===== config.mk =====
export PLATFORM = sky130hd
export DESIGN_NAME = crack_sequencer_flat
export DESIGN_NICKNAME = d
export VERILOG_FILES = /design/src/rtl/crack_sequencer_if.sv /design/src/rtl/crack_sequencer.sv /design/src/flat_wrapper.sv
export SDC_FILE = /design/constraint.sdc
export NUM_CORES = 1
export LEC_CHECK = 0
export CORE_ASPECT_RATIO = 1.2
export CORE_MARGIN = 2
export CORE_UTILIZATION = 45
export DETAILED_ROUTE_END_ITERATION = 16
export PLACE_DENSITY = 0.74
export SLEW_MARGIN = 20
export SYNTH_ARGS = -nofsm -noshare
export SYNTH_HDL_FRONTEND = slang
export SYNTH_SLANG_ARGS = --single-unit

===== constraint.sdc =====
create_clock -name clk -period 5.8 [get_ports clk]
set_input_delay 1.16 -clock clk [delete_from_list [all_inputs] [get_ports clk]]
set_output_delay 1.16 -clock clk [all_outputs]
set_load 0.02 [all_outputs]

===== src/rtl/crack_sequencer_if.sv =====
// Handshake and status bundle between the guess scheduler and its environment
// (start/range control, serial sender, guard verdict).
interface crack_sequencer_if #(
  parameter int WIDTH = 16
);
  logic             start;
  logic [WIDTH-1:0] code_lo;
  logic [WIDTH-1:0] code_hi;
  logic             guard_rd;
  logic             tx_bit_done;
  logic             verdict_valid;
  logic             verdict_ok;
  logic             tx_en;
  logic [WIDTH-1:0] tx_code;
  logic             busy;
  logic             found;
  logic             exhausted;
  logic             timeout_seen;
  logic [WIDTH-1:0] found_code;
  logic [WIDTH:0]   attempts;

  modport master (
    output start, code_lo, code_hi, guard_rd, tx_bit_done, verdict_valid, verdict_ok,
    input  tx_en, tx_code, busy, found, exhausted, timeout_seen, found_code, attempts
  );

  modport slave (
    input  start, code_lo, code_hi, guard_rd, tx_bit_done, verdict_valid, verdict_ok,
    output tx_en, tx_code, busy, found, exhausted, timeout_seen, found_code, attempts
  );
endinterface


===== src/rtl/crack_sequencer.sv =====
// Guess scheduler: walks candidates over [code_lo, code_hi], hands each to the serial
// sender, counts its bit completions, then waits for the guard verdict or a timeout.
module crack_sequencer #(
  parameter int WIDTH   = 16,
  parameter int TIMEOUT = 255
) (
  input  logic               clk,
  input  logic               rst,
  crack_sequencer_if.slave   bus
);

  localparam int CW = $clog2(WIDTH + 1);
  localparam int TW = (TIMEOUT > 1) ? $clog2(TIMEOUT + 1) : 1;
  localparam logic [CW-1:0]    LAST_BIT = CW'(WIDTH - 1);
  localparam logic [TW-1:0]    LAST_TMR = TW'(TIMEOUT - 1);
  localparam logic [WIDTH:0]   ATT_MAX  = {(WIDTH + 1){1'b1}};

  typedef enum logic [2:0] {
    ST_IDLE         = 3'd0,
    ST_WAIT_RD      = 3'd1,
    ST_SEND         = 3'd2,
    ST_WAIT_VERDICT = 3'd3,
    ST_NEXT         = 3'd4,
    ST_FOUND        = 3'd5,
    ST_EXHAUSTED    = 3'd6
  } state_t;

  state_t           state_r, state_s;
  logic [WIDTH-1:0] cand_r, cand_s;
  logic [WIDTH-1:0] hi_r, hi_s;
  logic [CW-1:0]    bit_cnt_r, bit_cnt_s;
  logic [TW-1:0]    timer_r, timer_s;
  logic             done_d_r;
  logic             tx_en_r, tx_en_s;
  logic             busy_r, busy_s;
  logic             found_r, found_s;
  logic             exhausted_r, exhausted_s;
  logic             timeout_seen_r, timeout_seen_s;
  logic [WIDTH-1:0] found_code_r, found_code_s;
  logic [WIDTH:0]   attempts_r, attempts_s;
  logic             rise_s;

  // The done level may stay high for several cycles; only its rising edge marks a bit.
  assign rise_s = bus.tx_bit_done & ~done_d_r;
  assign busy_s = (state_s != ST_IDLE) && (state_s != ST_FOUND) && (state_s != ST_EXHAUSTED);

  // Next-state and next-output logic for the search sequencer.
  always_comb begin
    state_s        = state_r;
    cand_s         = cand_r;
    hi_s           = hi_r;
    bit_cnt_s      = bit_cnt_r;
    timer_s        = timer_r;
    tx_en_s        = tx_en_r;
    found_s        = found_r;
    exhausted_s    = exhausted_r;
    timeout_seen_s = timeout_seen_r;
    found_code_s   = found_code_r;
    attempts_s     = attempts_r;
    case (state_r)
      ST_IDLE, ST_FOUND, ST_EXHAUSTED: begin
        tx_en_s = 1'b0;
        if (bus.start) begin
          cand_s         = bus.code_lo;
          hi_s           = bus.code_hi;
          found_s        = 1'b0;
          exhausted_s    = 1'b0;
          timeout_seen_s = 1'b0;
          found_code_s   = {WIDTH{1'b0}};
          attempts_s     = {(WIDTH + 1){1'b0}};
          bit_cnt_s      = {CW{1'b0}};
          timer_s        = {TW{1'b0}};
          if (bus.code_lo > bus.code_hi) begin
            exhausted_s = 1'b1;
            state_s     = ST_EXHAUSTED;
          end else begin
            state_s = ST_WAIT_RD;
          end
        end else begin
          state_s = state_r;
        end
      end
      ST_WAIT_RD: begin
        tx_en_s = 1'b0;
        if (bus.guard_rd) begin
          tx_en_s   = 1'b1;
          bit_cnt_s = {CW{1'b0}};
          state_s   = ST_SEND;
        end else begin
          state_s = ST_WAIT_RD;
        end
      end
      ST_SEND: begin
        // Dropping tx_en at the first bit keeps the sender from relaunching on its own.
        if (rise_s) begin
          tx_en_s = 1'b0;
          if (bit_cnt_r == LAST_BIT) begin
            bit_cnt_s = {CW{1'b0}};
            timer_s   = {TW{1'b0}};
            state_s   = ST_WAIT_VERDICT;
            if (attempts_r != ATT_MAX) begin
              attempts_s = attempts_r + 1'b1;
            end else begin
              attempts_s = attempts_r;
            end
          end else begin
            bit_cnt_s = bit_cnt_r + 1'b1;
          end
        end else begin
          bit_cnt_s = bit_cnt_r;
        end
      end
      ST_WAIT_VERDICT: begin
        timer_s = timer_r + 1'b1;
        if (bus.verdict_valid && bus.verdict_ok) begin
          found_code_s = cand_r;
          found_s      = 1'b1;
          state_s      = ST_FOUND;
        end else if (bus.verdict_valid) begin
          state_s = ST_NEXT;
        end else if (timer_r == LAST_TMR) begin
          timeout_seen_s = 1'b1;
          state_s        = ST_NEXT;
        end else begin
          state_s = ST_WAIT_VERDICT;
        end
      end
      ST_NEXT: begin
        if (cand_r == hi_r) begin
          exhausted_s = 1'b1;
          state_s     = ST_EXHAUSTED;
        end else begin
          cand_s  = cand_r + 1'b1;
          state_s = ST_WAIT_RD;
        end
      end
      default: begin
        tx_en_s = 1'b0;
        state_s = ST_IDLE;
      end
    endcase
  end

  // State and registered outputs; reset clears everything and aborts any attempt.
  always_ff @(posedge clk) begin
    if (rst) begin
      state_r        <= ST_IDLE;
      cand_r         <= {WIDTH{1'b0}};
      hi_r           <= {WIDTH{1'b0}};
      bit_cnt_r      <= {CW{1'b0}};
      timer_r        <= {TW{1'b0}};
      done_d_r       <= 1'b0;
      tx_en_r        <= 1'b0;
      busy_r         <= 1'b0;
      found_r        <= 1'b0;
      exhausted_r    <= 1'b0;
      timeout_seen_r <= 1'b0;
      found_code_r   <= {WIDTH{1'b0}};
      attempts_r     <= {(WIDTH + 1){1'b0}};
    end else begin
      state_r        <= state_s;
      cand_r         <= cand_s;
      hi_r           <= hi_s;
      bit_cnt_r      <= bit_cnt_s;
      timer_r        <= timer_s;
      done_d_r       <= bus.tx_bit_done;
      tx_en_r        <= tx_en_s;
      busy_r         <= busy_s;
      found_r        <= found_s;
      exhausted_r    <= exhausted_s;
      timeout_seen_r <= timeout_seen_s;
      found_code_r   <= found_code_s;
      attempts_r     <= attempts_s;
    end
  end

  assign bus.tx_en        = tx_en_r;
  assign bus.tx_code      = cand_r;
  assign bus.busy         = busy_r;
  assign bus.found        = found_r;
  assign bus.exhausted    = exhausted_r;
  assign bus.timeout_seen = timeout_seen_r;
  assign bus.found_code   = found_code_r;
  assign bus.attempts     = attempts_r;

endmodule

===== src/flat_wrapper.sv =====
// flat-port wrapper written by rule: the top's interface ports become plain ports
module crack_sequencer_flat 
#(
  parameter int WIDTH   = 16,
  parameter int TIMEOUT = 255
)
  (clk, rst, bus_start, bus_code_lo, bus_code_hi, bus_guard_rd, bus_tx_bit_done, bus_verdict_valid, bus_verdict_ok, bus_tx_en, bus_tx_code, bus_busy, bus_found, bus_exhausted, bus_timeout_seen, bus_found_code, bus_attempts);
  crack_sequencer_if #(.WIDTH(WIDTH)) bus_i ();
  input  logic clk;
  input  logic rst;
  input wire logic [$bits(bus_i.start)-1:0] bus_start;
  input wire logic [$bits(bus_i.code_lo)-1:0] bus_code_lo;
  input wire logic [$bits(bus_i.code_hi)-1:0] bus_code_hi;
  input wire logic [$bits(bus_i.guard_rd)-1:0] bus_guard_rd;
  input wire logic [$bits(bus_i.tx_bit_done)-1:0] bus_tx_bit_done;
  input wire logic [$bits(bus_i.verdict_valid)-1:0] bus_verdict_valid;
  input wire logic [$bits(bus_i.verdict_ok)-1:0] bus_verdict_ok;
  output wire logic [$bits(bus_i.tx_en)-1:0] bus_tx_en;
  output wire logic [$bits(bus_i.tx_code)-1:0] bus_tx_code;
  output wire logic [$bits(bus_i.busy)-1:0] bus_busy;
  output wire logic [$bits(bus_i.found)-1:0] bus_found;
  output wire logic [$bits(bus_i.exhausted)-1:0] bus_exhausted;
  output wire logic [$bits(bus_i.timeout_seen)-1:0] bus_timeout_seen;
  output wire logic [$bits(bus_i.found_code)-1:0] bus_found_code;
  output wire logic [$bits(bus_i.attempts)-1:0] bus_attempts;
  assign bus_i.start = bus_start;
  assign bus_i.code_lo = bus_code_lo;
  assign bus_i.code_hi = bus_code_hi;
  assign bus_i.guard_rd = bus_guard_rd;
  assign bus_i.tx_bit_done = bus_tx_bit_done;
  assign bus_i.verdict_valid = bus_verdict_valid;
  assign bus_i.verdict_ok = bus_verdict_ok;
  assign bus_tx_en = bus_i.tx_en;
  assign bus_tx_code = bus_i.tx_code;
  assign bus_busy = bus_i.busy;
  assign bus_found = bus_i.found;
  assign bus_exhausted = bus_i.exhausted;
  assign bus_timeout_seen = bus_i.timeout_seen;
  assign bus_found_code = bus_i.found_code;
  assign bus_attempts = bus_i.attempts;
  crack_sequencer #(.WIDTH(WIDTH), .TIMEOUT(TIMEOUT)) u_core (.clk(clk), .rst(rst), .bus(bus_i));
endmodule

== Word-level counts from Yosys, hierarchy flattened ==
Cells that the tools add are included.

* Memories: 0
* ROM bits: 0
* Memory bits (writable): 0
* Latch bits: 0
* Word-level logic and storage cells: 109
* Flip-flop bits (word level): 87
* Input port bits: 39
* Output and inout bits: 54

* Add/subtract/negate cells: 4
* Multiplexer cells: 44
* Shifts and indexed selects: 0
* Divide/modulo/power cells: 0
* Magnitude comparators: 1
* Bitwise operators: 3
* Multiply operators: 0
* Equality and inequality tests: 23
* Reductions and logical operators: 21

{| class="wikitable"
|+ Operator list
! kind !! number
|-
| 17-bit 2-to-1 mux || 4
|-
| 16-bit 2-to-1 mux || 4
|-
| 16-bit one-hot mux with 2 select lines || 2
|-
| 17-bit one-hot mux with 2 select lines || 1
|-
| 3-bit 2-to-1 mux || 8
|-
| 8-bit 2-to-1 mux || 3
|-
| 8-bit one-hot mux with 3 select lines || 1
|-
| 5-bit 2-to-1 mux || 4
|-
| 17-bit by 1-bit adder with 17-bit output (second input constant) || 1
|-
| 17-bit != test (second input constant) || 1
|-
| 16-bit by 1-bit adder with 16-bit output (second input constant) || 1
|-
| 16-bit equality test || 1
|-
| 16-bit greater-than comparator || 1
|-
| 3-bit one-hot mux with 5 select lines || 1
|-
| 5-bit one-hot mux with 3 select lines || 1
|-
| 2-bit by 1-bit != test with 1-bit output (second input constant) || 6
|-
| 1-bit 2-to-1 mux || 10
|-
| 2-bit != test (second input constant) || 5
|-
| 5-bit AND reduction || 2
|-
| 3-bit equality test (second input constant) || 3
|-
| 3-bit AND reduction || 3
|-
| 3-bit nonzero test || 3
|-
| 8-bit by 1-bit adder with 8-bit output (second input constant) || 1
|-
| 8-bit equality test (second input constant) || 1
|-
| other kinds (17) || 28
|}

== Depth between registers and ports, before layout ==
Gate-level depths: netlist (run 1).

* Depth after elaboration: 8
* Gate-level depth with buffers: 12
* Gate-level depth less buffers: 12

== Worst setup path before layout (run 1) ==
OpenSTA, ideal clock, no wires.

* Path type: input to register
* Start point: in bus_code_hi[15]
* End point: reg u_core.state_r[0]
* Setup time: 128 ps
* Arrival time: 2836 ps
* Required time: 5672 ps
* Setup slack: 2836 ps
* Buffers on the path: 0
* Stages on the path: 8
* Cells stage by stage: inv_1 > ha_1 > nand4_1 > or4_1 > a21oi_1 > o32ai_1 > a2111oi_0 > nor2_1

* Longest elaborated chain between the ends: 4

{| class="wikitable"
|+ Ends and longest elaborated chain
! element !! line !! text
|-
| start: declaration || flat_wrapper.sv:13 || <nowiki>input wire logic [$bits(bus_i.code_hi)-1:0] bus_code_hi;</nowiki>
|-
| 16-bit greater-than comparator || crack_sequencer.sv:73 || <nowiki>if (bus.code_lo > bus.code_hi) begin</nowiki>
|-
| 3-bit 2-to-1 mux || crack_sequencer.sv:73 ||
|-
| 3-bit 2-to-1 mux || crack_sequencer.sv:63 || <nowiki>if (bus.start) begin</nowiki>
|-
| 3-bit one-hot mux with 5 select lines || crack_sequencer.sv:60 || <nowiki>case (state_r)</nowiki>
|-
| end signal: assignment || crack_sequencer.sv:161 || <nowiki>state_r <= state_s;</nowiki>
|-
| end: declaration || crack_sequencer.sv:28 || <nowiki>state_t state_r, state_s;</nowiki>
|}

Every way passes these cells.
A chain may end at the register's enable or synchronous reset.

== Final worst setup path (run 1) ==
* Start point: in bus_start
* End point: reg u_core.cand_r[5] (netlist: u_core.bus.tx_code[5])

* Longest elaborated chain between the ends: 2

{| class="wikitable"
|+ Ends and longest elaborated chain
! element !! line !! text
|-
| start: declaration || flat_wrapper.sv:11 || <nowiki>input wire logic [$bits(bus_i.start)-1:0] bus_start;</nowiki>
|-
| 2-bit != test (no source line) || -- ||
|-
| 3-bit AND reduction (no source line) || -- ||
|-
| end signal: assignment || crack_sequencer.sv:148 || <nowiki>cand_r <= {WIDTH{1'b0}};</nowiki>
|-
| end signal: assignment || crack_sequencer.sv:162 || <nowiki>cand_r <= cand_s;</nowiki>
|-
| end: declaration || crack_sequencer.sv:29 || <nowiki>logic [WIDTH-1:0] cand_r, cand_s;</nowiki>
|}

Every way passes these cells.

==> results of run 1 <==
cell type report:
type	instances	area [um^2]	area share
Multi-Input combinational cell	443	2690	0.451
Inverter	22	82.6	0.0139
Clock inverter	6	118	0.0198
Tap cell	126	158	0.0265
Sequential cell	87	1740	0.293
Clock buffer	9	225	0.0379
Timing Repair Buffer	95	938	0.158
cell usage after synthesis (3+ instances only):
master	n
ha_1	22
nor3b_1	3
dfxtp_1	87
nand2b_1	9
a21oi_1	66
nor2b_1	6
xor2_1	26
buf_2	8
a31oi_1	3
o21a_1	5
or3_1	4
buf_6	3
nand4_1	12
inv_1	22
and4_1	4
nor4_1	6
nor3_1	16
nand3_1	32
o21ai_0	15
o22a_1	7
xnor2_1	9
and3_1	7
nor2_1	55
a311oi_1	4
o211a_1	3
nand2_1	83
clkbuf_1	24
a211oi_1	3
per-stage QoR:
step | worst slack, ps | util | hold slack (ps) | cells | total power [mW]
floorplan | 2840 | - | 408 | 587 | 1.04
global placement | 2170 | 0.557 | 415 | 773 | 1.21
detailed placement | 2040 | 0.557 | 429 | 773 | 1.22
CTS | 2360 | 0.591 | 437 | 788 | 1.89
global route | 2160 | 0.591 | 460 | 788 | 1.97
finish | 2310 | 0.591 | 432 | 788 | 1.88
worst min path at each step:
| stage | endpoint | slack, ps | depth (start not counted) |
|---|---|---|---|
| detailed placement | u_core.bit_cnt_r[4]$_SDFFE_PP0P_ | 430 | 2 |
| global placement | u_core.bit_cnt_r[4]$_SDFFE_PP0P_ | 420 | 2 |
| global route | u_core.bit_cnt_r[4]$_SDFFE_PP0P_ | 460 | 2 |
| finish | u_core.bit_cnt_r[4]$_SDFFE_PP0P_ | 430 | 2 |
| CTS | u_core.bit_cnt_r[4]$_SDFFE_PP0P_ | 440 | 2 |
| floorplan | u_core.bit_cnt_r[4]$_SDFFE_PP0P_ | 410 | 2 |
power by group through the flow:
stage	sequential (mW)	combinational (mW)	clock, mW
6_report	0.738	0.467	0.675
3_5_place_dp	0.751	0.465	0
3_3_place_gp	0.750	0.455	0
2_1_floorplan	0.743	0.293	0
4_1_cts	0.737	0.467	0.685
5_1_grt	0.746	0.510	0.710
sequential cells by signal (all words and copies together) (netlist names), 3 cells and up:
| signal | flops |
|---|---|
| u_core.state_r | 3 |
| u_core.timer_r | 8 |
| u_core.bus.found_code | 16 |
| u_core.bus.attempts | 17 |
| u_core.bus.tx_code | 16 |
| u_core.bit_cnt_r | 5 |
| u_core.hi_r | 16 |
critical path, delay by kind of cell:
| kind | cells | cell delay [ps] |
|---|---|---|
| AND/OR/NAND/NOR | 1 | 280 |
| buffers and inverters | 1 | 560 |
| AO/OA/AOI/OAI | 4 | 1770 |
per-layer routing:
layer,wire [um],track usage,up-vias
li1,-,-,2214
met3,641,0.0507,39
met4,471,0.117,0
met1,5430,0.267,2153
met2,6490,0.412,156
met5,0,0,-
cells by family after synthesis:
| group | Yosys count | synth area share |
|---|---|---|
| AOI/OAI and AO/OA | 136 | 0.188 |
| and+or+nand+nor | 248 | 0.256 |
| adders and majority gates | 22 | 0.0591 |
| buffers and inverters | 57 | 0.0529 |
| muxes | 2 | 0.00457 |
| xor gates and xnor gates | 35 | 0.0658 |
| DFF | 87 | 0.374 |
==> run metrics, run 1 <==
Slew @ Worst Pin=936 ps; placed cell areas=5610 um^2; Crit path top cell by count=a31o_2; FILL cells=891; Flop pwr share=0.393; CTS root buf=clkbuf_16; Tmin final=3490 ps; Setup TNS=0 ps; Crit path required time=6090 ps; ratio of final minimum period to clock period=0.602; vias in the first global route=4,280; CTS Buf Count=9; top-area cell type share of the netlist area=0.374; Synth Area per Inst=7.94 um^2; Avg Vias per Cell=5.79; reg2reg setup slack=2980 ps; largest area contributor in the synthesized netlist=dfxtp_1; commonest non-fill, non-tap cell in the layout=clkdlybuf4s50_1; RSZ-0062 raised after global routing=false; CP arrival=3780 ps; drt total wl=13,000 um; Post-Synthesis Cell Area=4660 um^2; postcts setup bufs=0; Hold Crit Class=reg2reg; Post-synth EDFFs=0; slew margin rel.=0.376; YS warnings=0; Max clock buf depth=2; slowest library cell on the worst path=a31o_2; gr ovfl total=0; post-route ant nets=0; die width=96.9 um; Nets=719; via count=4,562; Max VDD drop=0.163 mV; Critical Path Max Stage Delay=680 ps; Pins Over Slew Limit=0; Critical Path End Type=flip-flop; Worst Hold Launch=u_core.bit_cnt_r[4]$_SDFFE_PP0P_; internal power=1.27 mW; P per Cell Area=316 nW/um^2; type of the worst setup path=in2reg; post-synth net total=648; Syn Inst Count=587; CP Max Fanout=32; num rows=40; Clock Latency Late Sink=350 ps; worst-path cell chain=clkdlybuf4s50_1, nor2b_1, a31o_2, a21oi_1, a2111oi_0, a31o_2; outcome=finished, final reports clean; CTS sink cnt=87; GRT Total Usage=0.232; Antenna diodes=0; synth top area cells=dfxtp_1 (37%), a21oi_1 (7.1%), nand2_1 (6.7%); Sw Pwr=612 uW; total leakage power=2.27 nW; share of cells above drive strength 1=0.0498; CTS resizes=0; Main synth FF type=dfxtp_1; I/O pin total=93; design area=5950 um^2; Async S/R FF share, synth=0; initial antenna violation count=0; Logic pwr share=0.248; Area growth, synth to finish=27.7%; GPL Wtd Cong=0.961; H-tree depth=3; Synth Register Bits=87; Floorplan Core Area=10,100 um^2; DIE AREA=11,200 um^2; sequential-to-total area share from yosys stat=0.374; First-pass DRT Iterations=4; most frequent cells in the layout=clkdlybuf4s50_1 (91), dfxtp_1 (87), nand2_1 (83); wire per inst=16.5 um; Critical Path Source Type=input pin; Post-Route Skew=9.70 ps; Max Freq=287 MHz; Switching Share=0.326; dpl hpwl=9280 um; r2r worst-path depth=6; CTS tree=yes; synth unique cells=57; Hold Fails Final Rpt=0; first-pass GRT wire length=21,000 um; initial core utilization=0.463; max cap viols=0; Reg-to-Reg Start=u_core.bus.tx_code[13]$_SDFFE_PP0P_; setup violators final=0; crit path from=bus_start; critical path capture point=u_core.bus.tx_code[5]$_SDFFE_PP0P_; pin count of the biggest net entering global routing=63; clock transition at the registers of the reported paths=60 ps; Clock power frac=0.359; R2R Path End=u_core.bus.tx_code[5]$_SDFFE_PP0P_; DRC=0; Die H=115 um; Starting DRT DRC Count=248; port bufs=92; Post-CTS Hold Fix Bufs=0
No activity file was read; power rests on OpenSTA's default activity.
==> inputs of run 2 (changes only) <==
Clock period 5.8 ns to 3.58 ns, I/O delays scaled along.
==> run 2 against run 1 <==
Net effect:
- via count up 1.2%
- clock power up 42%
- core utilization down 0.075 points
- largest power group unchanged
==> run metrics, run 2 (synthesis gave the netlist of run 1 again) <==
outcome=finished, final reports clean; vias in the first global route=4,540 (+6.1%); pin count of the biggest net entering global routing=52 (-17%); first-pass GRT wire length=21,700 um (+3.5%); wire per inst=16.6 um (+0.38%); Antenna diodes=0 (unchanged); H-tree depth=3 (unchanged); GPL Wtd Cong=0.984 (+2.4%); initial antenna violation count=0 (unchanged); Nets=723 (+0.56%); worst hold margin=434 ps (+2.25 ps); Flop pwr share=0.408 (+0.015); most frequent cells in the layout=clkdlybuf4s50_1 (91), dfxtp_1 (87), nand2_1 (83); GR Util met1=0.274 (+0.00683); Post-Place Cells=777 (+0.52%); Switching Share=0.341 (+0.0155); initial core utilization=0.463 (unchanged); dpl hpwl=9630 um (+3.8%); r2r worst-path depth=12 (+6); clock transition at the registers of the reported paths=60 ps (about the same); design area=5940 um^2 (-0.13%); num rows=40 (unchanged); GRT Max-Usage Layer=met2; hold depth=2 (unchanged); gr ovfl total=0 (unchanged); Avg Vias per Cell=5.82 (+0.59%); CP arrival=3140 ps (-640 ps); P per Cell Area=494 nW/um^2 (+56%); I/O pin total=93 (unchanged); Util after Layout=0.591 (-0.000747); Tmin final=2930 ps; Max Freq=342 MHz; port bufs=92 (unchanged); final worst slack=654 ps (-1660 ps); Crit path required time=3790 ps (-2300 ps); max cap viols=0 (unchanged); postcts setup bufs=0 (unchanged); Hold Crit Class=reg2reg; CTS sink cnt=87 (unchanged); Slew @ Worst Pin=682 ps (-254 ps); Setup TNS=0 ps (unchanged); Post-Route Skew=7.38 ps (-2.33 ps); RSZ-0062 raised after global routing=false; Post-CTS Hold Fix Bufs=0 (unchanged); via count=4,618 (+1.2%); FILL cells=910 (+2.1%); CTS root buf=clkbuf_16; First-pass DRT Iterations=6 (+2); Critical Path Source Type=input pin; commonest non-fill, non-tap cell in the layout=clkdlybuf4s50_1; ratio of final minimum period to clock period=0.817; CTS tree=yes; drt total wl=13,200 um (+1.0%); Hold Fails Final Rpt=0 (unchanged); M3 GR Usage=0.0416 (-0.00905); GRT Total Usage=0.239 (+0.00621); slew margin rel.=0.544 (+0.168); total leakage power=2.28 nW (+0.12%); setup violators final=0 (unchanged); Max clock buf depth=2 (unchanged); CTS Buf Count=9 (unchanged); internal power=1.93 mW (+52%); Critical Path End Type=flip-flop; Floorplan Core Area=10,100 um^2 (unchanged); Die H=115 um (unchanged); Max VDD drop=0.259 mV (+59%); max FFs per register=17 (unchanged); CP Max Fanout=4 (-88%); Starting DRT DRC Count=299 (+21%); Tot Pwr=2.93 mW (+56%); Clock power frac=0.327 (-0.032); die width=96.9 um (unchanged); post-route ant nets=0 (unchanged); CTS resizes=0 (unchanged); DIE AREA=11,200 um^2 (unchanged); placed cell areas=5640 um^2 (+0.54%); Area growth, synth to finish=27.5%; DP Worst Slack=317 ps (-1720 ps); Logic pwr share=0.265 (+0.017); Clock Latency Late Sink=350 ps (about the same); Sw Pwr=1000 uW (+63%); Layout Cells excl Fill=793 (+0.63%); DRC=0 (unchanged); met2 usage=0.425 (+0.0139); share of cells above drive strength 1=0.0570 (+0.00712); type of the worst setup path=in2reg; Pins Over Slew Limit=0 (unchanged)
run 2: cell count changes in the layout (fill, tap and decap cells not counted):
cell	before	now
buf_4	3	7
bufinv_16	3	1
clkinv_2	0	1
clkinv_4	0	2
run 2: critical path: stages:
cell             delay (ps)
clkdlybuf4s50_1         480
inv_1                    50
ha_1                    300
nand4_1                 160
or4_1                   610
a21oi_1                 170
o32ai_1                 160
a2111oi_0               430
nor2_1                   70
run 2: layer usage:
layer	vias up	wire, um
met5	-	0
met2	179	6590
met3	42	784
met4	0	517
li1	2225	-
met1	2172	5270
run 2: worst paths after layout:
kind | slack (ps) | endpoint | from
setup / recovery | 650 | u_core.state_r[0]$_SDFF_PP0_ | bus_code_hi[15]
hold / removal | 430 | u_core.bit_cnt_r[4]$_SDFFE_PP0P_ | u_core.bit_cnt_r[4]$_SDFFE_PP0P_
setup reg to reg | 820 | u_core.bus.attempts[12]$_SDFFE_PP0P_ | u_core.bus.attempts[3]$_SDFFE_PP0P_
hold reg to reg | 430 | u_core.bit_cnt_r[4]$_SDFFE_PP0P_ | u_core.bit_cnt_r[4]$_SDFFE_PP0P_
run 2: power by group through the flow:
stage          combinational (mW)  clock, mW  sequential, mW
2_1_floorplan               0.475          0            1.20
3_3_place_gp                0.750          0            1.21
3_5_place_dp                0.767          0            1.22
4_1_cts                     0.773      0.975            1.19
5_1_grt                     0.841       1.02            1.21
6_report                    0.778      0.958            1.20
run 2: area by class of cell:
type                            instances  area, um^2  area share
Clock buffer                            9         225      0.0379
Clock inverter                          7        80.1      0.0135
Timing Repair Buffer                   99         968       0.163
Multi-Input combinational cell        443        2690       0.452
Inverter                               22        82.6      0.0139
Sequential cell                        87        1740       0.293
Tap cell                              126         158      0.0265
==> inputs of run 3 (changes only) <==
Clock period 3.58 ns to 3 ns, I/O delays scaled along.
==> run 3 against run 2 <==
Net effect:
- non-clock buffer count is 10 higher
- design area is 0.88% higher
- worst setup slack worse by 470 ps
- core utilization is 0.52 points higher
- total power is 17% higher
- critical endpoint unchanged
- largest cell class unchanged
==> run metrics, run 3 (synthesis gave the netlist of run 1 again) <==
outcome=finished, final reports clean; Starting DRT DRC Count=216 (-28%); port bufs=92 (unchanged); Avg Vias per Cell=5.70 (-2.1%); num rows=40 (unchanged); Slew @ Worst Pin=694 ps (+12.4 ps); Metal-1 WL=5530 um (+5.0%); CTS resizes=0 (unchanged); area occupied by registers=1740 um^2 (unchanged); CP Max Fanout=3 (-1); Max Freq=355 MHz; DIE AREA=11,200 um^2 (unchanged); wire per inst=16.4 um (-1.2%); commonest non-fill, non-tap cell in the layout=clkdlybuf4s50_1; initial core utilization=0.463 (unchanged); Nets=733 (+1.4%); Clock Latency Late Sink=340 ps (about the same); Post-Route Skew=10.2 ps (+2.80 ps); area occupied by multi-input gates=2690 um^2 (unchanged); DRC=0 (unchanged); GPL Wtd Cong=0.944 (-4.1%); CTS sink cnt=87 (unchanged); CP arrival=3030 ps (-110 ps); FILL cells=917 (+0.77%); gr ovfl total=0 (unchanged); DR top layer=met4; type of the worst setup path=in2reg; r2r worst-path depth=12 (unchanged); Floorplan Core Area=10,100 um^2 (unchanged); H-tree depth=3 (unchanged); Critical Path Source Type=input pin; share of cells above drive strength 1=0.0709 (+0.0139); CTS tree=yes; dpl hpwl=9820 um (+1.9%); via count=4,577 (-0.89%); Crit path required time=3220 ps (-570 ps); Critical Path End Type=flip-flop; met2 wire len=6680 um (+1.4%); Tmin final=2810 ps; P per Cell Area=574 nW/um^2 (+16%); I/O pin total=93 (unchanged); Antenna diodes=0 (unchanged); hold depth=2 (unchanged); worst hold margin=464 ps (+30.4 ps); Post-CTS Hold Fix Bufs=0 (unchanged); Tot Pwr=3.44 mW (+17%); CTS Buf Count=9 (unchanged); ratio of final minimum period to clock period=0.938; Hold Fails Final Rpt=0 (unchanged); total leakage power=2.32 nW (+1.8%); max cap viols=0 (unchanged); Max VDD drop=0.304 mV (+17%); slew margin rel.=0.536 (-0.00828); RSZ-0062 raised after global routing=false; Pins Over Slew Limit=0 (unchanged); Setup TNS=0 ps (unchanged); Area growth, synth to finish=28.7%; initial antenna violation count=0 (unchanged); clock transition at the registers of the reported paths=60 ps (about the same); GRT Total Usage=0.239 (+0.000545); Die H=115 um (unchanged); First-pass DRT Iterations=5 (-1); setup violators final=0 (unchanged); first-pass GRT wire length=21,700 um (-0.19%); most frequent cells in the layout=clkdlybuf4s50_1 (91), dfxtp_1 (87), nand2_1 (83); post-route ant nets=0 (unchanged); met3 WL=527 um (-33%); die width=96.9 um (unchanged); max FFs per register=17 (unchanged); vias in the first global route=4,471 (-1.5%); pin count of the biggest net entering global routing=36 (-31%); drt total wl=13,200 um (about the same); Max clock buf depth=2 (unchanged); postcts setup bufs=0 (unchanged); CTS root buf=clkbuf_16; Hold Crit Class=reg2reg
## run 3: stage by stage
| stage | setup WS, ps | util | std cells | area [um^2] |
|---|---|---|---|---|
| 2_1_floorplan | 528 | - | 587 | 4660 |
| 3_3_place_gp | 7.21 | 0.568 | 787 | 5710 |
| 3_5_place_dp | -136 | 0.568 | 787 | 5710 |
| 4_1_cts | 216 | 0.596 | 803 | 5990 |
| 6_report | 186 | 0.596 | 803 | 5990 |
| 5_1_grt | 65.6 | 0.596 | 803 | 5990 |
## run 3: area by class of cell
type                            instances  share of cell area
Clock buffer                           10              0.0399
Clock inverter                          6             0.00731
Inverter                               22              0.0138
Multi-Input combinational cell        443               0.448
Sequential cell                        87               0.291
Tap cell                              126              0.0263
Timing Repair Buffer                  109               0.174
## run 3: power breakdown
| part | internal (mW) | switching, mW | total [mW] | leakage (nW) |
|---|---|---|---|---|
| sequential | 1.25 | 0.164 | 1.42 | 0.708 |
| clock | 0.588 | 0.475 | 1.06 | 0.139 |
| combinational | 0.416 | 0.543 | 0.959 | 1.47 |
## run 3: critical path, cell delays in order
cell             delay [ps]
clkdlybuf4s50_1         500
inv_1                    60
ha_1                    290
nand4_1                 170
or4_1                   620
a21oi_1                 170
o32ai_1                 120
a2111oi_0               430
nor2_1                   60
## run 3: path summary, 6_finish.rpt
check,slack [ps],from,to
worst max-delay path,190,bus_code_hi[15],u_core.state_r[0]$_SDFF_PP0_
worst min-delay path,460,u_core.bit_cnt_r[4]$_SDFFE_PP0P_,u_core.bit_cnt_r[4]$_SDFFE_PP0P_
worst max register to register,470,u_core.bus.attempts[3]$_SDFFE_PP0P_,u_core.bus.attempts[6]$_SDFFE_PP0P_
worst min register to register,460,u_core.bit_cnt_r[4]$_SDFFE_PP0P_,u_core.bit_cnt_r[4]$_SDFFE_PP0P_
## run 3: metal layers
layer  vias up  GRT usage
met5         -          0
met4         0      0.123
met3        27     0.0332
met2       143      0.446
met1      2163      0.267
li1       2244          -
